$ cat src/rtl/rc5_host_ctrl_if.sv
// Byte link between the host controller and a UART/FIFO style byte source/sink.
// Pure wiring, no latency.
// Rx side is valid/ready into the controller; Tx side is valid/ready out of it.
interface rc5_host_ctrl_if;
    logic [7:0] iRx_data;
    logic       iRx_valid;
    logic       oRx_ready;
    logic [7:0] oTx_data;
    logic       oTx_valid;
    logic       iTx_ready;

    // Link side: supplies command bytes, consumes response bytes
    modport master (
        output iRx_data, iRx_valid, iTx_ready,
        input  oRx_ready, oTx_data, oTx_valid
    );

    // Controller side
    modport slave (
        input  iRx_data, iRx_valid, iTx_ready,
        output oRx_ready, oTx_data, oTx_valid
    );
endinterface

$ cat src/rtl/rc5_host_ctrl.sv
// Host-side command parser driving the RC5 core: key load, block load, run, result stream-out.
// Latency: last payload byte -> start 1 cycle; done -> first response byte 1 cycle.
// Backpressure: oRx_ready low outside IDLE/KEY/LOAD; response bytes held until iTx_ready.
module rc5_host_ctrl #(
    parameter  int W        = 32,
    parameter  int B        = 16,
    parameter  int TIMEOUT  = 1024,
    localparam int U        = W / 8,
    localparam int B_LENGTH = $clog2(B)
) (
    input  logic                clk,
    input  logic                rst,
    rc5_host_ctrl_if.slave      link,
    output logic [7:0]          oKey_sub_i,
    output logic [B_LENGTH-1:0] oKey_address,
    output logic                oWen,
    output logic [W-1:0]        oA,
    output logic [W-1:0]        oB,
    output logic                oStartCipher,
    output logic                oStartDecipher,
    input  logic [W-1:0]        iA_cipher,
    input  logic [W-1:0]        iB_cipher,
    input  logic [W-1:0]        iA_decipher,
    input  logic [W-1:0]        iB_decipher,
    input  logic                iDoneCipher,
    input  logic                iDoneDecipher,
    output logic                oKeyValid,
    output logic                oBusy
);
    localparam int CMAX = (B > 2 * U) ? B : 2 * U;
    localparam int CW   = $clog2(CMAX);
    localparam int TW   = $clog2(TIMEOUT + 1);

    localparam logic [2:0] S_IDLE = 3'd0;
    localparam logic [2:0] S_KEY  = 3'd1;
    localparam logic [2:0] S_LOAD = 3'd2;
    localparam logic [2:0] S_RUN  = 3'd3;
    localparam logic [2:0] S_SEND = 3'd4;
    localparam logic [2:0] S_ERR  = 3'd5;

    logic [2:0]          state_q, state_d;
    logic                op_dec_q, op_dec_d;     // 1 = decrypt
    logic [CW-1:0]       cnt_q, cnt_d;           // byte index within key/payload/response
    logic [W-1:0]        a_q, a_d, b_q, b_d;
    logic                key_valid_q, key_valid_d;
    logic                wen_q, wen_d;
    logic [B_LENGTH-1:0] kaddr_q, kaddr_d;
    logic [7:0]          kdata_q, kdata_d;
    logic                st_c_q, st_c_d, st_d_q, st_d_d;
    logic [TW-1:0]       tmo_q, tmo_d;           // cycles spent in RUN
    logic [2*W-1:0]      res_q, res_d;           // {B,A} result, shifted out LSB first

    logic rx_rdy, rx_fire, tx_vld, tx_fire, done_m;

    assign rx_rdy  = (state_q == S_IDLE) || (state_q == S_KEY) || (state_q == S_LOAD);
    assign rx_fire = link.iRx_valid && rx_rdy;
    assign tx_vld  = (state_q == S_SEND) || (state_q == S_ERR);
    assign tx_fire = tx_vld && link.iTx_ready;
    assign done_m  = op_dec_q ? iDoneDecipher : iDoneCipher;

    // Command sequencing: next-state and datapath updates
    always_comb begin
        state_d     = state_q;
        op_dec_d    = op_dec_q;
        cnt_d       = cnt_q;
        a_d         = a_q;
        b_d         = b_q;
        key_valid_d = key_valid_q;
        wen_d       = 1'b0;
        kaddr_d     = kaddr_q;
        kdata_d     = kdata_q;
        st_c_d      = st_c_q;
        st_d_d      = st_d_q;
        tmo_d       = tmo_q;
        res_d       = res_q;
        case (state_q)
            S_IDLE: begin
                if (rx_fire) begin
                    cnt_d = '0;
                    case (link.iRx_data)
                        8'h4B: state_d = S_KEY;
                        8'h45: begin state_d = S_LOAD; op_dec_d = 1'b0; end
                        8'h44: begin state_d = S_LOAD; op_dec_d = 1'b1; end
                        default: state_d = S_ERR;
                    endcase
                end
            end
            S_KEY: begin
                if (rx_fire) begin
                    wen_d   = 1'b1;
                    kaddr_d = B_LENGTH'(cnt_q);
                    kdata_d = link.iRx_data;
                    if (cnt_q == CW'(B - 1)) begin
                        key_valid_d = 1'b1;
                        cnt_d       = '0;
                        state_d     = S_IDLE;
                    end else begin
                        cnt_d = cnt_q + CW'(1);
                    end
                end
            end
            S_LOAD: begin
                if (rx_fire) begin
                    // Shifting in from the top leaves the first byte in the LSB lane
                    if (cnt_q < CW'(U)) a_d = {link.iRx_data, a_q[W-1:8]};
                    else                b_d = {link.iRx_data, b_q[W-1:8]};
                    if (cnt_q == CW'(2 * U - 1)) begin
                        cnt_d = '0;
                        tmo_d = '0;
                        if (key_valid_q) begin
                            state_d = S_RUN;
                            st_c_d  = !op_dec_q;
                            st_d_d  = op_dec_q;
                        end else begin
                            state_d = S_ERR;
                        end
                    end else begin
                        cnt_d = cnt_q + CW'(1);
                    end
                end
            end
            S_RUN: begin
                // tmo_q==0 is the first RUN cycle: a done left over from a previous op is ignored
                if (done_m && tmo_q != '0) begin
                    res_d   = op_dec_q ? {iB_decipher, iA_decipher} : {iB_cipher, iA_cipher};
                    st_c_d  = 1'b0;
                    st_d_d  = 1'b0;
                    cnt_d   = '0;
                    state_d = S_SEND;
                end else if (tmo_q == TW'(TIMEOUT - 1)) begin
                    st_c_d  = 1'b0;
                    st_d_d  = 1'b0;
                    state_d = S_ERR;
                end else begin
                    tmo_d = tmo_q + TW'(1);
                end
            end
            S_SEND: begin
                if (tx_fire) begin
                    res_d = res_q >> 8;
                    if (cnt_q == CW'(2 * U - 1)) begin
                        cnt_d   = '0;
                        state_d = S_IDLE;
                    end else begin
                        cnt_d = cnt_q + CW'(1);
                    end
                end
            end
            S_ERR: begin
                if (tx_fire) state_d = S_IDLE;
            end
            default: state_d = S_IDLE;
        endcase
    end

    // State registers, cleared immediately on reset to abort any operation
    always_ff @(posedge clk or negedge rst) begin
        if (!rst) begin
            state_q     <= S_IDLE;
            op_dec_q    <= 1'b0;
            cnt_q       <= '0;
            a_q         <= '0;
            b_q         <= '0;
            key_valid_q <= 1'b0;
            wen_q       <= 1'b0;
            kaddr_q     <= '0;
            kdata_q     <= '0;
            st_c_q      <= 1'b0;
            st_d_q      <= 1'b0;
            tmo_q       <= '0;
            res_q       <= '0;
        end else begin
            state_q     <= state_d;
            op_dec_q    <= op_dec_d;
            cnt_q       <= cnt_d;
            a_q         <= a_d;
            b_q         <= b_d;
            key_valid_q <= key_valid_d;
            wen_q       <= wen_d;
            kaddr_q     <= kaddr_d;
            kdata_q     <= kdata_d;
            st_c_q      <= st_c_d;
            st_d_q      <= st_d_d;
            tmo_q       <= tmo_d;
            res_q       <= res_d;
        end
    end

    assign link.oRx_ready = rx_rdy;
    assign link.oTx_valid = tx_vld;
    assign link.oTx_data  = (state_q == S_SEND) ? res_q[7:0] :
                            (state_q == S_ERR)  ? 8'hEE : 8'h00;
    assign oKey_sub_i     = kdata_q;
    assign oKey_address   = kaddr_q;
    assign oWen           = wen_q;
    assign oA             = a_q;
    assign oB             = b_q;
    assign oStartCipher   = st_c_q;
    assign oStartDecipher = st_d_q;
    assign oKeyValid      = key_valid_q;
    assign oBusy          = (state_q != S_IDLE);
endmodule

$ cat src/flat_wrapper.sv
// flat-port wrapper written by rule: the top's interface ports become plain ports
module rc5_host_ctrl_flat 
#(
    parameter  int W        = 32,
    parameter  int B        = 16,
    parameter  int TIMEOUT  = 1024,
    localparam int U        = W / 8,
    localparam int B_LENGTH = $clog2(B)
)
  (clk, rst, oKey_sub_i, oKey_address, oWen, oA, oB, oStartCipher, oStartDecipher, iA_cipher, iB_cipher, iA_decipher, iB_decipher, iDoneCipher, iDoneDecipher, oKeyValid, oBusy, link_iRx_data, link_iRx_valid, link_iTx_ready, link_oRx_ready, link_oTx_data, link_oTx_valid);
  rc5_host_ctrl_if link_i ();
  input  logic clk;
  input  logic rst;
  output logic [7:0] oKey_sub_i;
  output logic [B_LENGTH-1:0] oKey_address;
  output logic oWen;
  output logic [W-1:0] oA;
  output logic [W-1:0] oB;
  output logic oStartCipher;
  output logic oStartDecipher;
  input  logic [W-1:0] iA_cipher;
  input  logic [W-1:0] iB_cipher;
  input  logic [W-1:0] iA_decipher;
  input  logic [W-1:0] iB_decipher;
  input  logic iDoneCipher;
  input  logic iDoneDecipher;
  output logic oKeyValid;
  output logic oBusy;
  input wire logic [$bits(link_i.iRx_data)-1:0] link_iRx_data;
  input wire logic [$bits(link_i.iRx_valid)-1:0] link_iRx_valid;
  input wire logic [$bits(link_i.iTx_ready)-1:0] link_iTx_ready;
  output wire logic [$bits(link_i.oRx_ready)-1:0] link_oRx_ready;
  output wire logic [$bits(link_i.oTx_data)-1:0] link_oTx_data;
  output wire logic [$bits(link_i.oTx_valid)-1:0] link_oTx_valid;
  assign link_i.iRx_data = link_iRx_data;
  assign link_i.iRx_valid = link_iRx_valid;
  assign link_i.iTx_ready = link_iTx_ready;
  assign link_oRx_ready = link_i.oRx_ready;
  assign link_oTx_data = link_i.oTx_data;
  assign link_oTx_valid = link_i.oTx_valid;
  rc5_host_ctrl #(.W(W), .B(B), .TIMEOUT(TIMEOUT)) u_core (.clk(clk), .rst(rst), .link(link_i), .oKey_sub_i(oKey_sub_i), .oKey_address(oKey_address), .oWen(oWen), .oA(oA), .oB(oB), .oStartCipher(oStartCipher), .oStartDecipher(oStartDecipher), .iA_cipher(iA_cipher), .iB_cipher(iB_cipher), .iA_decipher(iA_decipher), .iB_decipher(iB_decipher), .iDoneCipher(iDoneCipher), .iDoneDecipher(iDoneDecipher), .oKeyValid(oKeyValid), .oBusy(oBusy));
endmodule
$ cat config.mk
export PLATFORM = sky130hd
export DESIGN_NAME = rc5_host_ctrl_flat
export DESIGN_NICKNAME = d
export VERILOG_FILES = /design/src/rtl/rc5_host_ctrl_if.sv /design/src/rtl/rc5_host_ctrl.sv /design/src/flat_wrapper.sv
export SDC_FILE = /design/constraint.sdc
export NUM_CORES = 1
export LEC_CHECK = 0
export CORE_AREA = 4 4 129 131
export CTS_CLUSTER_SIZE = 28
export DETAILED_ROUTE_END_ITERATION = 6
export DIE_AREA = 0 0 133 135
export PLACE_DENSITY = 0.84
export RECOVER_POWER = 50
export SYNTH_ARGS = -nofsm -noshare
export SYNTH_HDL_FRONTEND = slang
export SYNTH_SLANG_ARGS = --single-unit
export TNS_END_PERCENT = 1
$ cat constraint.sdc
create_clock -name clk -period 5.04 [get_ports clk]
set_clock_uncertainty 0.2 [all_clocks]
set_input_delay 1.008 -clock clk [delete_from_list [all_inputs] [get_ports clk]]
set_output_delay 1.008 -clock clk [all_outputs]
set_load 0.005 [all_outputs]
## After elaboration in Yosys (flattened, before gate mapping)

Cells that the tools add are included.

- Input port bits: 142
- Bits in registers: 163
- Word-level logic and storage cells: 112
- Output and inout port bits: 91

- $lt $le $gt $ge: 1
- $add $sub $neg: 2
- Reductions and logical operators: 25
- Mux-type cells: 46
- Bitwise operators: 1
- Eq/ne operators: 24

Operator list:

| operator | number |
|---|---|
| $mux W64 | 3 |
| $pmux W64 S2 | 1 |
| $mux W11 | 4 |
| $mux W3 | 11 |
| $mux W4 | 7 |
| $eq A8 B7 Y1 const B | 3 |
| $pmux W11 S2 | 1 |
| $pmux W4 S5 | 1 |
| $pmux W3 S6 | 1 |
| $mux W8 | 2 |
| $reduce_and A3 Y1 | 5 |
| $ne A2 B1 Y1 const B | 7 |
| $add A11 B1 Y11 const B | 1 |
| $eq A11 B10 Y1 const B | 1 |
| $mux W1 | 11 |
| $reduce_bool A11 Y1 | 1 |
| $ne A2 B2 Y1 const B | 5 |
| $reduce_and A5 Y1 | 2 |
| $reduce_and A9 Y1 | 1 |
| $eq A3 B2 Y1 const B | 2 |
| $eq A3 B3 Y1 const B | 2 |
| $pmux W1 S2 | 3 |
| $pmux W3 S2 | 1 |
| $reduce_and A6 Y1 | 1 |
| other kinds (16) | 22 |

## Logic depth before layout (Yosys ltp)

- Depth in word-level cells: 6
- Gate-level depth with buffers: 10
- Gate-level depth less buffers: 7

## Worst setup path before layout

No wires, ideal clock.

- Kind: register to output
- From: register u_core.state_q[1]
- To: output link_oTx_data[0]
- Required time: 3832 ps
- Path buffers: 3
- Arrival time: 1492 ps
- Stages on the path, launching flop included: 6
- Path slack: 2340 ps
- Path through: dfrtp_1 buf_4 nor3b_4 clkbuf_1 clkbuf_1 and2_1

- Word-level cells in the longest chain between the ends: 2

RTL lines:

| what | line | RTL |
|---|---|---|
| start, declared | rc5_host_ctrl.sv:41 | `logic [2:0] state_q, state_d;` |
| start signal, assigned | rc5_host_ctrl.sv:173 | `state_q <= state_d;` |
| $eq A3 B3 Y1 | rc5_host_ctrl.sv:191 | `assign link.oTx_data = (state_q == S_SEND) ? res_q[7:0] :` |
| $mux W8 | rc5_host_ctrl.sv:191 |  |
| end, declared | flat_wrapper.sv:33 | `output wire logic [$bits(link_i.oTx_data)-1:0] link_oTx_data;` |

No other way between the ends.

## Worst setup path after layout

- From: register u_core.state_q[0]
- To: output link_oTx_data[4]

The elaborated chain is that of the path after synthesis.

==> reports/results.txt <==
Status - complete, but fails checks
Failing checks - max-capacitance violations, max-slew violations
Num CTS Buffers - 17
Xor/xnor share of the synthesized area - 0.226%
FF+latch count, synth - 163
Hold buffer count at CTS - 0
N_diodes - 0
Global-route wire length before repair - 30,900 µm
Clock-pin slew on the worst setup and hold paths - 0.06 ns
Setup TNS - 0 ns
Vias in the first global route - 6,067
Core area - 15,600 µm²
Asr flop ratio synth - 100%
Worst EP required - 3.83 ns
RSZ-0062 raised after global routing - false
DRT antenna net count - 0
Reg-to-reg startpoint - u_core.state_q[0]
Slew Limit Headroom - -69.1%
Crit end category - output pin
# Post-CTS Setup Buffers - 0
Drt pass-1 iters - 5
Share of cells above drive strength 1 - 12.1%
Mux cell area share after synthesis - 19.6%
Reg2reg path depth - 3
Worst hold-check path type - reg2reg
Post-Syn Area per Cell - 10.5 µm²
Synthesized Nets - 882
WL/cell - 16.2 µm
RD Place Congestion - 0.796
Post-synthesis cell type count - 55
Post-Place Cells - 1,141
Clock buffer depth - 2
Post-Syn Area - 7750 µm²
Depth of the CTS H-tree - 4
Fmax - 275 MHz
Setup CP Type - reg2out
Die Ht - 135 µm
Via density - 5.28
Die area - 18,000 µm²
Total Nets Final - 1,089
Crit start category - flop
Most common flop cell mapped by yosys - dfrtp_1
DR iter-0 viols - 314
CTS resizes - 0
Max_cap viols - 2
Worst slew pin tran - 2.54 ns
# port buffers - 232
Initial antenna violation count - 0
Sink Count - 163
Final Max Slew Viols - 139
Lkg Pwr - 0.00452 µW
Synth Area in Adders - 0.484%
Total grt overflow - 0
Dpl hpwl - 13,900 µm
Compound-gate portion of the synthesized area - 12.7%
Total track usage - 21.5%
Hold path endpoint - u_core.res_q[0]
Yosys warning total - 0
CTS tree - built
Largest net degree at the start of global routing - 129
Final Non-Filler Cells - 1,171
Simple-gate share of the synthesized area - 11.2%
Top Ports - 233
Cells after Synth - 737
EDFF count, synth - 0
Final Setup Violations - 0
Post-Route WL - 19,000 µm
Pwr per Cell Area - 519 nW/µm²
Crit Reg-Reg Endpoint - u_core.oA[30]
Die width - 133 µm
Worst-skew pair later-pin latency - 0.42 ns
Sequential area share after synthesis - 52.6%
Hold path depth - 2
Residual DRC - 0
Hold Startpoint - u_core.res_q[0]
Main combinational cell family by area after synthesis - multiplexers
Worst-path maximum fanout - 25
Endpoints failing hold - 0
Root Buffer - clkbuf_16
Worst VDD drop - 0.309 mV
Final period util - 72.1%
Via count - 6,182
Initial Util - 49.7%
CP arrival - 2.42 ns
P&R area growth vs syn - 38.9%
FP Rows - 46
Shortest period the worst path allows - 3.63 ns
Internal reg-to-reg setup slack - 1.96 ns
==> kinds of logic (layout without fill, tap and decap cells) <==
family,after synthesis,after routing
flip-flops,163,163
XOR/XNOR,2,2
AND/OR/NAND/NOR,198,198
multiplexers,142,142
buffers and inverters,60,278
adder cells (fa/ha/maj),3,3
AO/OA/AOI/OAI,169,169
==> synthesized netlist by cell type (6+ instances only) <==
cell type | count | share of area, %
dfrtp_1 | 163 | 53
nor2_1 | 81 | 3.9
nand2_1 | 80 | 3.9
mux2_2 | 73 | 11
mux2i_1 | 66 | 8.5
a21oi_1 | 61 | 3.9
o21ai_0 | 38 | 2.5
clkbuf_1 | 28 | 1.4
o21ai_1 | 24 | 1.5
buf_2 | 18 | 1.2
o31ai_1 | 9 | 0.87
inv_1 | 8 | 0.39
and3_1 | 7 | 0.56
nand3_1 | 6 | 0.39
o2bb2ai_1 | 6 | 0.68
==> layout by cell type (no fill, tap or decap), types with 6 or more instances in the layout <==
cell / n
a21oi_1: 61
and3_1: 7
clkbuf_16: 17
clkdlybuf4s50_1: 222
dfrtp_1: 162
dlygate4sd3_1: 9
inv_1: 8
mux2_2: 73
mux2i_1: 66
nand2_1: 80
nand3_1: 6
nor2_1: 81
o21ai_0: 38
o21ai_1: 24
o2bb2ai_1: 6
o31ai_1: 9
==> worst max-delay path, cell delays in order (launching register included) <==
cell and delay, ns:
dfrtp_1 0.69, nor3b_4 0.56, and2_1 0.23, clkdlybuf4s50_1 0.52
==> where the power goes <==
part	leakage [µW]	switching (µW)	internal (µW)
Combinational	0.00221	878	1140
Clock	0.000274	493	783
Sequential	0.00204	423	1870
==> per-stage QoR <==
| stage | utilization, % | cell area, µm² | worst slack (ns) | total power (µW) | hold WS, ns |
|---|---|---|---|---|---|
| after floorplan | - | 7750 | 2.34 | 3300 | 0.242 |
| after CTS | 69.2 | 10800 | 1.38 | 5660 | 0.279 |
| after global placement | 65.5 | 10200 | 1.78 | 4250 | 0.256 |
| after detailed placement | 65.5 | 10200 | 1.72 | 4360 | 0.266 |
| final | 69.1 | 10800 | 1.41 | 5590 | 0.280 |
| after global routing | 69.1 | 10800 | 1.01 | 5990 | 0.298 |
==> worst max path at each step <==
stage                            startpoint                to  slack (ns)  cells past startpoint
after detailed placement      iDoneDecipher   u_core.tmo_q[8]        1.72                      6
after global placement        iDoneDecipher  u_core.tmo_q[10]        1.78                      6
after floorplan           u_core.state_q[1]  link_oTx_data[0]        2.34                      5
final                     u_core.state_q[0]  link_oTx_data[4]        1.41                      3
after CTS                 u_core.state_q[0]  link_oTx_data[4]        1.38                      3
after global routing                    rst   u_core.res_q[3]        1.01                      2
==> area by class of cell <==
type	count	area [µm²]
Multi-Input combinational cell	514	3450
Inverter	9	33.8
Clock inverter	10	135
Fill cell	1148	4820
Timing Repair Buffer	239	2360
Tap cell	216	270
Sequential cell	163	4080
Clock buffer	20	447
==> registers in the layout, indices dropped and copies added, names as in the netlist <==
register	count
u_core.res_q	64
u_core.oA	32
u_core.oB	32
u_core.tmo_q	11
u_core.oKey_sub_i	8
u_core.cnt_q	4
u_core.oKey_address	4
u_core.state_q	3
u_core.oKeyValid	1
u_core.oStartCipher	1
u_core.oStartDecipher	1
u_core.oWen	1
u_core.op_dec_q	1
==> routing by layer <==
layer  vias to the layer above  global-route usage (%)  wire, µm
met5                         -                       0         0
met4                         0                    5.72       172
met3                        16                    5.29      1180
met2                       250                    36.2      9390
met1                      2914                    28.1      8280
li1                       3002                       -         -
Note: power is estimated with default switching activity, not from simulation.
